### src/rtl/piso_bit_sender.sv
// ---------------------------------------------------------------------------
// piso_bit_sender
//   Parallel-in, serial-out transmitter. A WIDTH-bit word is accepted through
//   a load/ready handshake and presented one bit at a time on d_out. Each bit
//   is held stable until shift_en advances it, so a load-gated single-bit
//   capture stage downstream can sample it at its own pace.
//
// Parameters
//   WIDTH      word length in bits (2..32)
//   MSB_FIRST  1: bit WIDTH-1 goes out first; 0: bit 0 goes out first
//
// Ports
//   clk       system clock, rising edge
//   rst       synchronous active-high reset
//   load      accept data_in (honoured only while ready=1)
//   data_in   parallel word, sampled on the accepting edge
//   shift_en  advance to the next bit (only meaningful while busy)
//   ready     high while idle (combinational from state)
//   d_out     current serial bit (registered)
//   busy      high while bits are being presented (combinational from state)
//   done      one-cycle pulse after the last bit is retired (registered)
// ---------------------------------------------------------------------------
module piso_bit_sender #(
  parameter int WIDTH     = 8,
  parameter bit MSB_FIRST = 1'b1
) (
  input  logic             clk,
  input  logic             rst,
  input  logic             load,
  input  logic [WIDTH-1:0] data_in,
  input  logic             shift_en,
  output logic             ready,
  output logic             d_out,
  output logic             busy,
  output logic             done
);

  localparam int CW = $clog2(WIDTH);
  localparam logic [CW-1:0] LAST_CNT = CW'(WIDTH - 1);

  // Bit positions at the output end of the shift register: the first bit of
  // a fresh word, and the bit that becomes current after one advance.
  localparam int FIRST_IDX = MSB_FIRST ? WIDTH - 1 : 0;
  localparam int NEXT_IDX  = MSB_FIRST ? WIDTH - 2 : 1;

  typedef enum logic [1:0] {
    IDLE  = 2'd0,
    SHIFT = 2'd1,
    DONE  = 2'd2
  } state_t;

  state_t           state, state_nx;
  logic [WIDTH-1:0] sreg,  sreg_nx;
  logic [CW-1:0]    cnt,   cnt_nx;
  logic             d_out_nx;
  logic             done_nx;
  logic [WIDTH-1:0] sreg_shifted;

  // Move one place toward the output end; zeros fill the far end.
  assign sreg_shifted = MSB_FIRST ? {sreg[WIDTH-2:0], 1'b0}
                                  : {1'b0, sreg[WIDTH-1:1]};

  always_comb begin
    // NOTE: every output of this block gets a default first, so no path can
    // leave one unassigned and infer a latch.
    state_nx = state;
    sreg_nx  = sreg;
    cnt_nx   = cnt;
    d_out_nx = d_out;
    done_nx  = 1'b0;

    case (state)
      IDLE: begin
        if (load) begin
          sreg_nx  = data_in;
          d_out_nx = data_in[FIRST_IDX];
          cnt_nx   = '0;
          state_nx = SHIFT;
        end
      end

      SHIFT: begin
        if (shift_en) begin
          if (cnt == LAST_CNT) begin
            // Last bit retired: d_out, register and counter stay as they are.
            state_nx = DONE;
            done_nx  = 1'b1;
          end else begin
            sreg_nx  = sreg_shifted;
            d_out_nx = sreg[NEXT_IDX];
            cnt_nx   = cnt + CW'(1);
          end
        end
      end

      DONE: begin
        state_nx = IDLE;
      end

      default: begin
        state_nx = IDLE;
      end
    endcase
  end

  always_ff @(posedge clk) begin
    // NOTE: state registers use non-blocking assignments so every register
    // sees the pre-edge value of every other register.
    if (rst) begin
      state <= IDLE;
      sreg  <= '0;
      cnt   <= '0;
      d_out <= 1'b0;
      done  <= 1'b0;
    end else begin
      state <= state_nx;
      sreg  <= sreg_nx;
      cnt   <= cnt_nx;
      d_out <= d_out_nx;
      done  <= done_nx;
    end
  end

  assign ready = (state == IDLE);
  assign busy  = (state == SHIFT);

endmodule

### config.mk
export PLATFORM = sky130hd
export DESIGN_NAME = piso_bit_sender
export DESIGN_NICKNAME = d
export VERILOG_FILES = /design/src/rtl/piso_bit_sender.sv
export SDC_FILE = /design/constraint.sdc
export NUM_CORES = 1
export LEC_CHECK = 0
export BUFFER_PORTS_ARGS = -buffer_cell sky130_fd_sc_hd__buf_2
export CAP_MARGIN = 10
export CORE_MARGIN = 4
export CORE_UTILIZATION = 41
export DETAILED_ROUTE_END_ITERATION = 16
export GPL_ROUTABILITY_DRIVEN = 1
export PLACE_DENSITY = 0.61
export SYNTH_ARGS = -nofsm -noshare
export SYNTH_HDL_FRONTEND = slang
export SYNTH_SLANG_ARGS = --single-unit
export TNS_END_PERCENT = 30
### constraint.sdc
create_clock -name clk -period 3.35 [get_ports clk]
set_input_delay 0.67 -clock clk [delete_from_list [all_inputs] [get_ports clk]]
set_output_delay 0.67 -clock clk [all_outputs]
set_load 0.05 [all_outputs]
# Word level (Yosys, flattened, before mapping)

Cells that the tools add are included.

Flip-flop bits (word level): 14
Output and inout bits: 4

Eq/ne operators: 6
Reduce and logical (&&, ||, !) cells: 5
Mux-type cells: 17
$add $sub $neg: 1
Bitwise operators: 2

Operators with widths:

| cell                                                   | number |
|---|---|
| 2-to-1 mux 7 bit                                       | 3 |
| case mux 7 bit (2 select lines)                        | 1 |
| 2-to-1 mux 3 bit                                       | 3 |
| 2-to-1 mux 2 bit                                       | 3 |
| inequality test 2 bit (second input constant)          | 3 |
| case mux 3 bit (2 select lines)                        | 1 |
| 2-to-1 mux 1 bit                                       | 4 |
| case mux 2 bit (2 select lines)                        | 1 |
| AND reduction 4 bit                                    | 1 |
| adder 3 x 1 -> 3 bit (second input constant)           | 1 |
| == test 3 bit (second input constant)                  | 1 |
| AND reduction 3 bit                                    | 1 |
| OR reduction 3 bit                                     | 1 |
| == test 2 x 1 -> 1 bit (second input constant)         | 1 |
| zero test 2 bit                                        | 1 |
| inequality test 2 x 1 -> 1 bit (second input constant) | 1 |
| inverter 1 bit                                         | 2 |
| case mux 1 bit (2 select lines)                        | 1 |
| nonzero test 2 bit                                     | 1 |

# Depth between registers and ports, before layout

Gate-level depths: netlist (run 1).

Word-level depth: 4
Mapped depth: 6
Gate-level depth less buffers: 5

# Least setup slack after synthesis (run 1)

OpenSTA, ideal clock, no wires.

Path type: register -> output
From: reg state[0]
To: out ready
Path buffers: 2
Data arrival time: 1.314 ns
Cell stages (with the launch flop): 4
Setup slack: 1.366 ns
Required time: 2.680 ns
Path through: dfxtp_1 -> buf_2 -> buf_6 -> nor2_1

Word-level cells in the longest chain between the ends: 1

Ends and longest elaborated chain:

| item                   | line | RTL |
|---|---|---|
| start, declared        | 52   | `state_t state, state_nx;` |
| start signal, assigned | 116  | `state <= state_nx;` |
| zero test 2 bit        | 124  | `assign ready = (state == IDLE);` |
| end, declared          | 32   | `output logic ready,` |

No other way between the ends.

# Worst setup path after layout (run 1)

From: reg state[0]
To: out busy

Word-level cells in the longest chain between the ends: 1

Ends and longest elaborated chain:

| item                   | line | RTL |
|---|---|---|
| == test 2 x 1 -> 1 bit | 125  | `assign busy = (state == SHIFT);` |
| end, declared          | 34   | `output logic busy,` |

No other way between the ends.

==> run_results.csv, run 1 <==
group,metric,value,unit
run_status,status,"completed",
worst_setup_path,endpoint_kind,"primary output",
clock_tree,post_cts_resized,0,
die,die_w,49.9,um
worst_setup_path,start_kind,"flop",
sta,rsz0062_at_grt,"no",
sta,period_share,0.687,
global_route,grt_first_pass_wirelength,2420,um
placement,io_buffers,15,
placement,globalplace.congestion,0.678,
logic_synthesis,async_flop_share,0,
global_route,use_met1,0.150,
detailed_routing,wire_per_inst,13.1,um
global_route,grt_pass1_vias,551,
logic_synthesis,syn_area,718,um^2
global_route,grt-busiest-layer,"met2",
sta,max_clock_freq,0.434,GHz
clock_tree,htree_levels,1,
logic_synthesis,synth.yosys.seq_area_share,0.390,
die,die_area,2490,um^2
clock_tree,clock-sinks,14,
final_layout,nets,103,
final_layout,areaGrowthSynthToFinish,12.4,%
die,ios,16,
placement,post-dp-hpwl,951,um
logic_synthesis,syn_area_per_cell,9.84,um^2
hold_path,hp-class,"flop to flop",
worst_setup_path,critPathMaxFanout,22,
sta,tightest_slew,0.697,ns
logic_synthesis,synth_area_leaders,"dfxtp_1 (39%), a211oi_1 (15%), nor2b_1 (7.0%), nor3_1 (7.0%), ha_1 (5.2%)",
sta,skew,0.00779,ns
die,coreArea,1580,um^2
detailed_routing,vias_per_cell,5.55,
detailed_routing,via_count,572,
sta,slew_viol_final,0,
sta,fin_setup_tns,0,ns
worst_setup_path,critPathArrivalTime,1.63,ns
global_route,track_usage,0.128,
clock_tree,cts_root_buffer,"clkbuf_4",
final_layout,nFillCells,155,
sta,finalSetupViolations,0,
clock_tree,path_clk_slew,0.08,ns
worst_setup_path,critPathKind,"flop to primary output",
detailed_routing,drt_wl_total,1350,um
detailed_routing,drt_first_iter_violations,2,
global_route,antenna_found_initial,0,
clock_tree,clock_latency,0.28,ns
final_layout,drive_above_1_share,0.299,
die,die_h,49.9,um
detailed_routing,ant_nets,0,
clock_tree,clockBufferDepth,2,
global_route,use_met2,0.200,
global_route,grt_max_degree,23,
clock_tree,post-cts-setup-buffers,0,
final_layout,multi_input_area,388,um^2
clock_tree,cts_tree,"built",
global_route,met3_usage,0.0633,
logic_synthesis,syn_inst,73,
detailed_routing,post-route-drc-count,0,
pwr,power.leakage,0.331,nW
logic_synthesis,synth_warnings,0,
logic_synthesis,synth_top_area_frac,0.390,
pwr,irDropWorstVdd,289,uV
logic_synthesis,synth_commonest_cells,"a211oi_1 (14), dfxtp_1 (14), nor3_1 (10), nor2b_1 (8)",
logic_synthesis,yosysTopAreaCell,"dfxtp_1",
final_layout,fin_util,0.512,
logic_synthesis,ys_ff_latch,14,
logic_synthesis,synthFlopType,"dfxtp_1",
worst_setup_path,required,2.68,ns
sta,relSlewSlack,0.535,
logic_synthesis,synth_cell_types,23,
clock_tree,cts_buffers,3,
final_layout,regArea,280,um^2
die,initial_core_util,0.456,
clock_tree,cts_hold_buf,0,
logic_synthesis,synth_edf_count,0,
pwr,powerDensity,455,nW/um^2
detailed_routing,drt-pass1-iter-count,4,
global_route,overflow,0,
final_layout,n_antenna_cell,0,
logic_synthesis,synth_fp_nets,88,
sta,finalCriticalPeriod,2.30,ns
job,drv_cap,0,
die,row_count,14,
sta,hold_violations,0,
state kept, by name (all words and copies together) (netlist names):
name / cells
sreg: 7
cnt: 3
state: 2
d_out: 1
done: 1
critical path, cell delays in order, from the launching register on:
cell and delay [ns]:
dfxtp_1 0.78, nand2b_1 0.23, inv_1 0.09, buf_2 0.26
report_power, final:
group	internal (mW)	switching (mW)
Clock	0.0661	0.0551
Combinational	0.0255	0.0340
Sequential	0.177	0.00983
Total	0.268	0.0990
cell usage in the layout (no fill, tap or decap), drive strengths merged:
cell type   n
a211oi     14
a22o        2
and4bb      1
buf        15
clkbuf      4
dfxtp      14
ha          3
inv         2
mux2        1
nand2       1
nand2b      1
nand3       2
nand3b      1
nor2        2
nor2b       8
nor3       11
nor3b       1
nor4b       1
o21ai       2
o2bb2ai     1
cells by family (layout without fill, tap and decap cells):
kind of cell | Yosys count | in the layout | synth area share
buffers and inverters | 7 | 21 | 0.0697
flip-flops | 14 | 14 | 0.390
multiplexers | 1 | 1 | 0.0209
adder cells (fa/ha/maj) | 3 | 3 | 0.0523
AND/OR/NAND/NOR | 29 | 29 | 0.267
AO/OA/AOI/OAI | 19 | 19 | 0.200
routing by layer:
metal  part of all wire  wire (um)
met1               0.48        653
met2               0.44        599
met3              0.063         85
met4             0.0096         13
met5                  0          0
cell type report:
type	instances	share of cell area
sequential	14	0.347
inverter	2	0.00930
tap	16	0.0248
timing repair buffer	15	0.0930
clock buffer	4	0.0450
multi-input combinational	52	0.481
worst paths after layout:
kind            start  slack (ns)  endpoint  depth (start not counted)
min reg2reg    cnt[1]        0.51    cnt[1]                          1
min            cnt[1]        0.51    cnt[1]                          1
max reg2reg  state[0]        1.63    cnt[0]                          3
max          state[0]        1.05      busy                          3
through the flow:
stage	power [mW]	cells	hold WS [ns]	setup WS (ns)	cell area, um^2
after global placement	0.250	99	0.463	1.38	771
after floorplan	0.237	73	0.453	1.37	718
after detailed placement	0.251	99	0.467	1.35	771
final	0.367	103	0.509	1.05	807
after global routing	0.389	103	0.525	0.872	807
after CTS	0.374	103	0.520	1.03	807
Note: power is estimated with default switching activity, not from simulation.
==> run 2, diff against run 1 <==
clock period = 2.35 ns   (was 3.35 ns; I/O delays follow)
==> run 2 against run 1 <==
Die area unchanged. Sequential cell count did not move. Count of clock-buffer cells in the layout unchanged. Sequential power up 41%. Via count up 5.9%. Sequential share of layout area decreased by 0.32 points. Final area increased by 0.93%. First-iteration DRC count rose by 100%. Worst hold slack got worse by 0.041 ns. Cell count is 0.97% higher. Core utilization increased by 0.48 points. Critical path type unchanged. Highest routed layer unchanged.
==> run_results.csv, run 2 (synthesis gave the netlist of run 1 again) <==
group,metric,value,unit
hold_path,min_from,"data_in[0]",
detailed_routing,wire_per_inst,13.8,um
worst_setup_path,endpoint_kind,"primary output",
final_layout,nets,104,
sta,fin_setup_tns,0,ns
sta,hold_violations,0,
placement,io_buffers,15,
worst_setup_path,r2r-start,"cnt[0]",
global_route,overflow,0,
detailed_routing,met1_length,647,um
final_layout,top_register,"sreg",
pwr,power.leakage,0.336,nW
sta,slew_viol_final,0,
die,row_count,14,
worst_setup_path,cpMaxStageDelayCell,"dfxtp_1",
worst_setup_path,critPathArrivalTime,1.44,ns
final_layout,final_cell_mix,"buf_2 (15), a211oi_1 (14), dfxtp_1 (14)",
worst_setup_path,required,1.88,ns
global_route,grt_first_pass_wirelength,2460,um
sta,tightest_slew,0.552,ns
worst_setup_path,critPathMaxFanout,14,
detailed_routing,vias_per_cell,5.83,
hold_path,hp-class,"input port to flop",
sta,layout_setup_ws,0.437,ns
sta,holdWs,0.468,ns
worst_setup_path,slowest_delay,0.61,ns
final_layout,n_antenna_cell,0,
sta,finalSetupViolations,0,
clock_tree,cts_buffers,3,
clock_tree,clock-sinks,14,
worst_setup_path,crit_chain,"buf_4 > nor2_1 > buf_2",
run_status,status,"completed",
final_layout,nFillCells,161,
worst_setup_path,worstReg2RegEnd,"cnt[0]",
die,initial_core_util,0.456,
die,die_w,49.9,um
job,drv_cap,0,
global_route,antenna_found_initial,0,
worst_setup_path,start_kind,"flop",
final_layout,reg_top3,"sreg: 7 flops, cnt: 3 flops, state: 2 flops",
clock_tree,path_clk_slew,0.08,ns
worst_setup_path,reg2reg_slack,0.69,ns
detailed_routing,drt_first_iter_violations,4,
worst_setup_path,crit_buf_inv,2,
sta,finalCriticalPeriod,1.91,ns
hold_path,hold_end,"sreg[0]",
die,coreArea,1580,um^2
worst_setup_path,rr_worst_depth,5,
final_layout,drive_above_1_share,0.307,
detailed_routing,wl_met2,687,um
pwr,powerDensity,644,nW/um^2
global_route,track_usage,0.129,
sta,relSlewSlack,0.629,
sta,skew,0.00214,ns
clock_tree,clock_latency,0.28,ns
placement,globalplace.congestion,0.693,
final_layout,layout_commonest_cell,"buf_2",
clock_tree,cts_hold_buf,0,
worst_setup_path,critPathKind,"flop to primary output",
sta,rsz0062_at_grt,"no",
detailed_routing,ant_nets,0,
global_route,grt_max_degree,15,
clock_tree,cts_root_buffer,"clkbuf_4",
final_layout,areaGrowthSynthToFinish,13.4,%
die,ios,16,
detailed_routing,post-route-drc-count,0,
detailed_routing,via_count,606,
sta,period_share,0.814,
clock_tree,post_cts_resized,0,
pwr,irDropWorstVdd,493,uV
detailed_routing,routed.top_layer,"met4",
final_layout,largest_reg_flops,7,
detailed_routing,drt_wl_total,1430,um
clock_tree,post-cts-setup-buffers,0,
die,die_h,49.9,um
die,die_area,2490,um^2
clock_tree,htree_levels,1,
hold_path,hold_depth,3,
clock_tree,clockBufferDepth,2,
clock_tree,cts_tree,"built",
detailed_routing,drt-pass1-iter-count,2,
detailed_routing,wl_met3,78,um
sta,max_clock_freq,0.523,GHz
placement,dp_slack,0.686,ns
placement,post-dp-hpwl,1030,um
global_route,grt_pass1_vias,586,
worst_setup_path,crit_family,"flip-flops",
[run 2: changes by cell type in the layout (fill, tap and decap cells not counted)]
cell / change
buf_4: +1
[run 2: how the worst max path moves through the flow]
stage             end  slack, ns  startpoint  cells past startpoint
2_1_floorplan   ready       0.57    state[0]                      3
3_3_place_gp   cnt[0]       0.72      cnt[0]                      5
3_5_place_dp   cnt[0]       0.69      cnt[0]                      5
4_1_cts         ready       0.42    state[0]                      3
5_1_grt          busy       0.34    state[0]                      3
6_report        ready       0.44    state[0]                      3
[run 2: layout make-up]
type,instances,area (um^2),area share
timing repair buffer,16,82.6,0.101
clock buffer,4,36.3,0.0445
tap,16,20.0,0.0246
inverter,2,7.51,0.00922
multi-input combinational,52,388,0.476
sequential,14,280,0.344
[run 2: power by group]
| group | internal (mW) | switching (mW) |
|---|---|---|
| Clock | 0.0942 | 0.0764 |
| Sequential | 0.252 | 0.0118 |
| Combinational | 0.0378 | 0.0524 |
| Total | 0.384 | 0.141 |
[run 2: routing by layer]
metal / GRT usage / up-vias
met5: 0 / -
met4: 0.0415 / 0
met3: 0.0572 / 2
met2: 0.218 / 12
met1: 0.143 / 289
li1: - / 303
[run 2: worst min-delay path, delay by kind of cell]
family | cells | cell delay (ns)
AOI/OAI and AO/OA | 1 | 0.06
and+or+nand+nor | 1 | 0.07
buffers and inverters | 1 | 0.10
[run 2: stage by stage]
stage	utilization	instance area, um^2	std cells	total power [mW]
after floorplan	-	718	73	0.337
after detailed placement	0.494	778	100	0.360
final	0.517	815	104	0.525
after global routing	0.517	815	104	0.554
after global placement	0.494	778	100	0.360
after CTS	0.517	815	104	0.535
